## src/rtl/jk_seq_detector_pkg.sv

```systemverilog
// Shared constants and elaboration-time helpers for the JK-based sequence detector.
// The KMP transition function here is only ever evaluated into constant tables.
package seq_det_pkg;

    localparam int MAX_PATTERN_W = 8;

    function automatic int clog2(input int value);
        int r;
        r = 0;
        while ((1 << r) < value) begin
            r++;
        end
        return r;
    endfunction

    // Longest pattern prefix that is a suffix of (matched prefix, b); out-of-range states behave as 0.
    function automatic int next_state(input int state, input logic b,
                                      input logic [MAX_PATTERN_W-1:0] pattern, input int width);
        int   s;
        int   len;
        int   res;
        int   pos;
        logic ok;
        logic ch;
        s   = (state > width || state < 0) ? 0 : state;
        len = s + 1;
        res = 0;
        for (int k = MAX_PATTERN_W; k >= 1; k--) begin
            if (res == 0 && k <= width && k <= len) begin
                ok = 1'b1;
                for (int i = 0; i < MAX_PATTERN_W; i++) begin
                    if (i < k) begin
                        pos = len - k + i;
                        ch  = (pos < s) ? pattern[3'(width - 1 - pos)] : b;
                        if (ch != pattern[3'(width - 1 - i)]) begin
                            ok = 1'b0;
                        end
                    end
                end
                if (ok) begin
                    res = k;
                end
            end
        end
        return res;
    endfunction

endpackage

```

## src/rtl/jk_seq_detector_jk_cell.sv

```systemverilog
// Single JK flip-flop used as one bit of the detector state register.
// Asynchronous active-low reset clears the cell to 0.
module jk_cell (
    input  logic clk,
    input  logic reset_n,
    input  logic j,
    input  logic k,
    output logic q
);

    always_ff @(posedge clk or negedge reset_n) begin
        if (!reset_n) begin
            q <= 1'b0;
        end else begin
            case ({j, k})
                2'b10:   q <= 1'b1;
                2'b01:   q <= 1'b0;
                2'b11:   q <= ~q;
                default: q <= q;
            endcase
        end
    end

endmodule

```

## src/rtl/jk_seq_detector.sv

```systemverilog
// Serial sequence detector: KMP prefix-match state held in JK cells, detect pulse and saturating count.
// Define SEQ_DET_OVERLAP_EN for overlapping detection; default build is non-overlapping.
module jk_seq_detector
    import seq_det_pkg::*;
#(
    parameter int                   PATTERN_W = 4,
    parameter logic [PATTERN_W-1:0] PATTERN   = 4'b1011,
    parameter int                   CNT_W     = 8,
    localparam int                  STATE_W   = clog2(PATTERN_W + 1)
) (
    input  logic               clk,
    input  logic               reset_n,
    input  logic               clear,
    input  logic               din_valid,
    input  logic               din,
    output logic               detect,
    output logic [STATE_W-1:0] match_len,
    output logic [CNT_W-1:0]   det_count
);

`ifdef SEQ_DET_OVERLAP_EN
    localparam bit OVERLAP = 1'b1;
`else
    localparam bit OVERLAP = 1'b0;
`endif

    localparam int                       NUM_ENTRIES = 2 * (PATTERN_W + 1);
    localparam logic [MAX_PATTERN_W-1:0] PAT_EXT     = MAX_PATTERN_W'(PATTERN);
    localparam logic [STATE_W-1:0]       FULL        = STATE_W'(PATTERN_W);

    logic [STATE_W-1:0] w_table [NUM_ENTRIES];
    logic [STATE_W-1:0] w_q;
    logic [STATE_W-1:0] w_sIdx;
    logic [STATE_W:0]   w_idx;
    logic [STATE_W-1:0] w_n;
    logic [STATE_W-1:0] w_j;
    logic [STATE_W-1:0] w_k;
    logic               w_hit;
    logic               r_detect;
    logic [CNT_W-1:0]   r_count;

    // Without overlap, a full match restarts exactly like the empty state.
    for (genvar g = 0; g < NUM_ENTRIES; g++) begin : g_table
        localparam int SRC = ((g / 2) == PATTERN_W && !OVERLAP) ? 0 : (g / 2);
        assign w_table[g] = STATE_W'(next_state(SRC, (g % 2) == 1, PAT_EXT, PATTERN_W));
    end

    assign w_sIdx = (w_q > FULL) ? '0 : w_q;
    assign w_idx  = {w_sIdx, din};

    always_comb begin
        w_n = w_q;
        if (clear) begin
            w_n = '0;
        end else if (din_valid) begin
            w_n = w_table[w_idx];
        end
    end

    assign w_j   = ~w_q & w_n;
    assign w_k   = w_q & ~w_n;
    assign w_hit = din_valid & ~clear & (w_table[w_idx] == FULL);

    for (genvar i = 0; i < STATE_W; i++) begin : g_cell
        jk_cell u_cell (
            .clk     (clk),
            .reset_n (reset_n),
            .j       (w_j[i]),
            .k       (w_k[i]),
            .q       (w_q[i])
        );
    end

    always_ff @(posedge clk or negedge reset_n) begin
        if (!reset_n) begin
            r_detect <= 1'b0;
            r_count  <= '0;
        end else if (clear) begin
            r_detect <= 1'b0;
            r_count  <= '0;
        end else begin
            r_detect <= w_hit;
            if (w_hit && r_count != '1) begin
                r_count <= r_count + 1'b1;
            end
        end
    end

    assign detect    = r_detect;
    assign match_len = w_q;
    assign det_count = r_count;

endmodule

```

## config.mk

```make
export PLATFORM = sky130hd
export DESIGN_NAME = jk_seq_detector
export DESIGN_NICKNAME = d
export VERILOG_FILES = /design/src/rtl/jk_seq_detector_pkg.sv /design/src/rtl/jk_seq_detector_jk_cell.sv /design/src/rtl/jk_seq_detector.sv
export SDC_FILE = /design/constraint.sdc
export NUM_CORES = 1
export LEC_CHECK = 0
export ABC_CLOCK_PERIOD_IN_PS = 2950
export CAP_MARGIN = 20
export CORE_MARGIN = 8
export CORE_UTILIZATION = 32
export CTS_CLUSTER_SIZE = 14
export DETAILED_ROUTE_END_ITERATION = 10
export SLEW_MARGIN = 20
export SYNTH_ARGS = -nofsm -noshare
export SYNTH_HDL_FRONTEND = slang
export SYNTH_SLANG_ARGS = --single-unit
```

## constraint.sdc

```tcl
create_clock -name clk -period 2.95 [get_ports clk]
set_input_delay 0.59 -clock clk [delete_from_list [all_inputs] [get_ports clk]]
set_output_delay 0.59 -clock clk [all_outputs]
set_load 0.01 [all_outputs]
```

==> metrics.md, run 1 <==
| Metric | Value |
|---|---|
| Share of the synthesized area in the top cell type | 37.74% |
| Largest net degree at the start of global routing | 13 |
| Most used cell, CP | ha_1 |
| Power Density | 574.2 nW/um2 |
| Register area share after synthesis | 37.74% |
| Area contributors post-synth | dfrtp_1 (38%), ha_1 (11%), a21oi_1 (4.4%), mux2i_1 (3.8%), o21ai_0 (3.1%) |
| Final hold vios | 0 |
| Simple-Gate Fraction of Synth Area | 25.94% |
| First-pass GRT wire length | 3146 um |
| Syn nets | 95 |
| Clk Tree Root Cell | clkbuf_4 |
| Xor and xnor area share after synthesis | 1.101% |
| Total die area | 4338 um2 |
| Status | finished, final reports clean |
| Hold wc startpoint | det_count[5]$_DFFE_PN0P_ |
| Grt ovf | 0 |
| CP Max Fanout | 3 |
| P&R area growth vs syn | 24.69% |
| Critical path class | in2reg |
| Post-route ant nets | 0 |
| Fmax | 384.3 MHz |
| Ports | 17 |
| Std-Cell Rows | 18 |
| DP HPWL | 1357 um |
| Inserted Diodes | 0 |
| Worst path arrival time | 2.76 ns |
| Setup fix buffers added after clock tree synthesis | 0 |
| Clock Pin Slew Worst Setup and Hold Paths | 0.07 ns |
| Sequential cell area | 300.3 um2 |
| Largest area contributor in the netlist | dfrtp_1 |
| Max incr delay on CP | 0.60 ns |
| Leak | 0.4118 nW |
| DR pass1 iterations | 4 |
| WL/cell | 14.37 um |
| Reg2reg end | g_cell[1].u_cell.q$_DFFE_PN0P_ |
| R2r startpoint | g_cell[2].u_cell.q$_DFFE_PN0P_ |
| Clk buf depth | 2 |
| Hold Crit Depth | 2 |
| Crit path time final | 2.602 ns |
| Yosys reg bits | 12 |
| RePlAce Congestion | 0.7539 |
| Met2 usage | 13.76% |
| Worst Setup End Kind | register |
| WL final | 1839 um |
| Fin crit share | 88.21% |
| CP Launch Type | primary input |
| DRC | 0 |
| R2r setup slk | 0.48 ns |
| Vias per cell | 5.336 |
| Compound-Gate Fraction of Synth Area | 14.15% |
| EDFF count, synth | 0 |
| Post-synthesis cell type count | 33 |
| VDD IR-drop max | 0.0003184 V |
| Dpl ws | 0.05235 ns |
| Worst Path Buf+Inv | 2 |
| CTS Sinks | 12 |
| # hold bufs at CTS | 0 |
| Worst skew pair latency | 0.27 ns |
| 1st-iter DRT viols | 52 |
| Netlist Area Pre-Place | 795.8 um2 |
| Reg2Reg Depth | 9 |
| Num CTS Buffers | 3 |
| Setup slack after layout | 0.3479 ns |
| Area of the multi-input gates | 445.4 um2 |
| Synth Flop Type | dfrtp_1 |
| H-tree Lvls | 1 |
| Layout cell share with drive strength beyond 1 | 12.24% |
| Post-Synth Adder-Cell Area | 11.01% |
| CTS tree | yes |
| Largest family of logic cells by synthesized area | simple AND/OR/NAND/NOR gates |
| CP cell instances | clkdlybuf4s50_1, inv_1, ha_1, and4b_4, or4_2, ha_1, nand2_1, o21ai_0 |
| PortBufs | 16 |
| Req. time, crit path | 3.11 ns |
| Post-CTS Resized | 0 |
| Avg Inst Size Synth | 9.588 um2 |
| Worst Max-Slew Pin Slew | 0.5922 ns |
| Initial antenna violation count | 0 |
| Clock Skew | 0.001130 ns |
| GR peak layer | met2 |
| MaxCap Viol Count | 0 |
| Slew Viols, Final | 0 |
| Fill cell count | 242 |
| Ys async rst share | 100.0% |
| Setup-failing EPs final | 0 |
| Rel. slew slack | 60.40% |
| Die extent in y | 65.87 um |
| Yosys warnings | 0 |
| Core box area | 2410 um2 |
| Vias in the first global route | 703 |
| HP Class | reg2reg |
| RSZ-0062 raised after global routing | false |
| Die width | 65.87 um |
| Met3 Usage GRT | 4.576% |
| Hold Path Sink | det_count[5]$_DFFE_PN0P_ |
| Overall routing resource usage | 9.148% |
| Nets | 112 |
| CP delay by family, top | simple AND/OR/NAND/NOR gates |
| Slowest stage cell, crit path | or4_2 |
| Initial Utilization | 33.02% |
| Post-synthesis mux area share | 3.774% |
| Setup TNS | 0 ns |
| Cell count after synthesis | 83 |
| Vias after detailed routing | 683 |
| Final hold slack | 0.5980 ns |
| Met1 Use GR | 10.62% |
metal layers:
metal  vias to the layer above  share of wire, %
met5                         -                 0
met4                         0               1.3
met3                         4                10
met2                        20                42
met1                       326                46
li1                        333                 -
final cells by class:
cell class | instances | share of cell area (%)
Clock buffer | 3 | 2.270
Inverter | 5 | 1.892
Multi-Input combinational cell | 61 | 44.89
Sequential cell | 12 | 30.26
Tap cell | 30 | 3.783
Timing Repair Buffer | 17 | 16.90
synthesized netlist by cell type (all sizes together), types with 2 or more instances:
master	count
nand2	6
dfrtp	12
clkbuf	2
buf	3
or3	3
o21ai	5
a21oi	7
inv	5
ha	7
or4	2
nand4	2
mux2i	3
nand3	4
nor2	6
nor4	2
through the flow:
step                instance area (um2)  cells   power, W  util [%]
floorplan                         795.8     83  0.0004125         -
global placement                  969.7    125  0.0004626     40.24
detailed placement                969.7    125  0.0004727     40.24
CTS                               992.2    128  0.0005772     41.17
global route                      992.2    128  0.0006149     41.17
finish                            992.2    128  0.0005697     41.17
worst reg2reg max path, delay by kind of cell, from the launching register on:
kind,cells,cell delay (ns)
flops,1,0.46
buf+inv,2,0.21
simple gates,4,1.01
fa+ha+maj,2,0.60
compound gates,1,0.07
layout by cell type (no fill, tap or decap), types with 2 or more instances in the layout:
master,n
clkdlybuf4s50_1,16
dfrtp_1,12
a21oi_1,7
ha_1,7
nand2_1,6
nor2_1,6
inv_1,5
o21ai_0,5
nand3_1,4
mux2i_1,3
clkbuf_4,3
nand4_1,2
or3_1,2
worst max path at each step:
stage                     cells past startpoint                             end                           start
after global routing                          8  g_cell[1].u_cell.q$_DFFE_PN0P_                             din
final                                         8  g_cell[1].u_cell.q$_DFFE_PN0P_                             din
after CTS                                     8  g_cell[1].u_cell.q$_DFFE_PN0P_                             din
after detailed placement                      8  g_cell[1].u_cell.q$_DFFE_PN0P_                             din
after global placement                        8  g_cell[1].u_cell.q$_DFFE_PN0P_                             din
after floorplan                               9  g_cell[1].u_cell.q$_DFFE_PN0P_  g_cell[2].u_cell.q$_DFFE_PN0P_
power breakdown:
group,total (W),switching (W),leakage [nW],internal [W]
logic,0.000240,0.000116,0.238,0.000124
clock network,0.000101,0.0000542,0.0138,0.0000472
registers,0.000228,0.0000411,0.160,0.000187
sequential cells by signal, summed over array words and instances (netlist names):
signal / flops
detect: 1
det_count: 8
g_cell.u_cell.q: 3
kinds of logic (layout without fill, tap and decap cells):
kind of cell,count (synthesis),in the layout
buffers and inverters,10,25
and+or+nand+nor,33,33
DFF,12,12
adders and majority gates,7,7
AOI/OAI and AO/OA,17,17
xor gates and xnor gates,1,1
muxes,3,3
No activity file was read; power rests on OpenSTA's default activity.
==> inputs of run 2 (changes only) <==
--- a/config.mk
+++ b/config.mk
@@ -11,7 +11,7 @@
 export CORE_UTILIZATION = 32
 export CTS_CLUSTER_SIZE = 14
 export DETAILED_ROUTE_END_ITERATION = 10
-export SLEW_MARGIN = 20
+export GPL_TIMING_DRIVEN = 0
 export SYNTH_ARGS = -nofsm -noshare
 export SYNTH_HDL_FRONTEND = slang
 export SYNTH_SLANG_ARGS = --single-unit
==> metrics.md, run 2 (synthesis gave the netlist of run 1 again) <==
| Metric | Value |
|---|---|
| CP Max Fanout | 3 (unchanged) |
| Std-Cell Rows | 18 (unchanged) |
| Worst skew pair latency | 0.28 ns (about the same) |
| Core box area | 2410 um2 (unchanged) |
| Req. time, crit path | 3.11 ns (about the same) |
| Largest register FFs | 8 (unchanged) |
| Crit path time final | 2.559 ns (-0.04284 ns) |
| Cell Count, Final, Fillers Out | 132 (+3.1%) |
| Setup slack after layout | 0.3908 ns (+0.04284 ns) |
| MaxCap Viol Count | 0 (unchanged) |
| Vias per cell | 5.114 (-4.2%) |
| Worst path arrival time | 2.72 ns (-0.04 ns) |
| Setup TNS | 0 ns (unchanged) |
| Clk Tree Root Cell | clkbuf_4 |
| Largest net degree at the start of global routing | 13 (unchanged) |
| Initial antenna violation count | 0 (unchanged) |
| Post-CTS Resized | 0 (unchanged) |
| DP HPWL | 1322 um (-2.6%) |
| Setup fix buffers added after clock tree synthesis | 0 (unchanged) |
| Overall routing resource usage | 8.531% (-0.62 points) |
| Fmax | 390.7 MHz (+1.7%) |
| PortBufs | 16 (unchanged) |
| Total die area | 4338 um2 (unchanged) |
| RSZ-0062 raised after global routing | false |
| Worst Setup End Kind | register |
| Inst Count DP | 129 (+3.2%) |
| CP Launch Type | primary input |
| Post-route ant nets | 0 (unchanged) |
| Clock Pin Slew Worst Setup and Hold Paths | 0.07 ns (about the same) |
| Final core utilization | 42.16% (+0.99 points) |
| 1st-iter DRT viols | 29 (-44%) |
| Setup-failing EPs final | 0 (unchanged) |
| WL final | 1751 um (-4.8%) |
| RePlAce Congestion | 0.7788 (+3.3%) |
| Final hold slack | 0.5985 ns (+0.0004990 ns) |
| Inserted Diodes | 0 (unchanged) |
| Die width | 65.87 um (unchanged) |
| Worst Max-Slew Pin Slew | 0.5491 ns (-0.04311 ns) |
| Die extent in y | 65.87 um (unchanged) |
| Ports | 17 (unchanged) |
| Nets | 116 (+3.6%) |
| First-pass GRT wire length | 2891 um (-8.1%) |
| Dpl ws | 0.09371 ns (+0.04136 ns) |
| # hold bufs at CTS | 0 (unchanged) |
| DRC | 0 (unchanged) |
| Slew Viols, Final | 0 (unchanged) |
| VDD IR-drop max | 0.0003062 V (-3.8%) |
| Initial Utilization | 33.02% (unchanged) |
| HP Class | reg2reg |
| DR pass1 iterations | 4 (unchanged) |
| Commonest cells after routing, fill and taps aside | clkdlybuf4s50_1 (16), dfrtp_1 (12), a21oi_1 (7), ha_1 (7) |
| Power Density | 588.7 nW/um2 (+2.5%) |
| Most common cell after layout, fill and taps aside | clkdlybuf4s50_1 |
| Fin crit share | 86.75% (-1.5 points) |
| Clock Skew | 0.003402 ns (+0.002272 ns) |
| Rel. slew slack | 63.28% (+2.9 points) |
| Fill cell count | 239 (-1.2%) |
| CTS Sinks | 12 (unchanged) |
| Status | finished, final reports clean |
| Vias after detailed routing | 675 (-1.2%) |
| Leak | 0.4267 nW (+3.6%) |
| Layout cell share with drive strength beyond 1 | 14.71% (+2.5 points) |
| Grt ovf | 0 (unchanged) |
| WL/cell | 13.27 um (-7.7%) |
| Clk buf depth | 2 (unchanged) |
| Vias in the first global route | 667 (-5.1%) |
| Final hold vios | 0 (unchanged) |
| Critical path class | in2reg |
| Num CTS Buffers | 3 (unchanged) |
| CTS tree | yes |
| H-tree Lvls | 1 (unchanged) |
| P&R area growth vs syn | 27.67% |
-- run 2: cell types whose count changed in the layout (fill, tap and decap cells not counted) --
cell / previous run / this run
clkbuf_2: 0 / 1
clkbuf_1: 0 / 1
buf_4: 1 / 3
-- run 2: final cells by class --
cell class	count	area (um2)	area share, %
multi-input cells	61	445.4	43.84
flip-flops and latches	12	300.3	29.56
repair buffers	16	160.2	15.76
well taps	30	37.54	3.695
plain buffers	5	31.28	3.079
clock buffers	3	22.52	2.217
inverters	5	18.77	1.847
-- run 2: critical path, stage by stage --
cell and delay [ns]:
clkdlybuf4s50_1 0.51, inv_1 0.07, ha_1 0.30, and4b_4 0.21, or4_2 0.60, ha_1 0.30, nand2_1 0.06, o21ai_0 0.07
-- run 2: where the power goes --
group / switching [W] / internal, W / total (W)
clock network: 0.0000535 / 0.0000474 / 0.000101
registers: 0.0000267 / 0.000188 / 0.000214
logic: 0.000131 / 0.000152 / 0.000283
total: 0.000211 / 0.000387 / 0.000598
-- run 2: worst paths after layout --
kind,startpoint,endpoint,slack (ns),cells after the start
max,din,g_cell[1].u_cell.q$_DFFE_PN0P_,0.39,8
min,det_count[1]$_DFFE_PN0P_,det_count[1]$_DFFE_PN0P_,0.60,2
max reg2reg,g_cell[2].u_cell.q$_DFFE_PN0P_,g_cell[1].u_cell.q$_DFFE_PN0P_,0.54,9
min reg2reg,det_count[1]$_DFFE_PN0P_,det_count[1]$_DFFE_PN0P_,0.60,2
max in group asynchronous,reset_n,g_cell[2].u_cell.q$_DFFE_PN0P_,1.92,1
min in group asynchronous,reset_n,det_count[0]$_DFFE_PN0P_,0.67,1
-- run 2: per-layer routing --
| layer | GRT usage (%) | vias to the layer above | wire, um |
|---|---|---|---|
| li1 | - | 337 | - |
| met1 | 9.862 | 316 | 820 |
| met2 | 12.30 | 17 | 717 |
| met3 | 3.898 | 5 | 175 |
| met4 | 5.722 | 0 | 38 |
| met5 | 0 | - | 0 |
-- run 2: stage by stage --
step                      total power (W)  instance area, um2
final                           0.0005981                1016
after global routing            0.0006408                1016
after CTS                       0.0006060                1016
after detailed placement        0.0005045               993.5
after global placement          0.0004929               993.5
after floorplan                 0.0004125               795.8
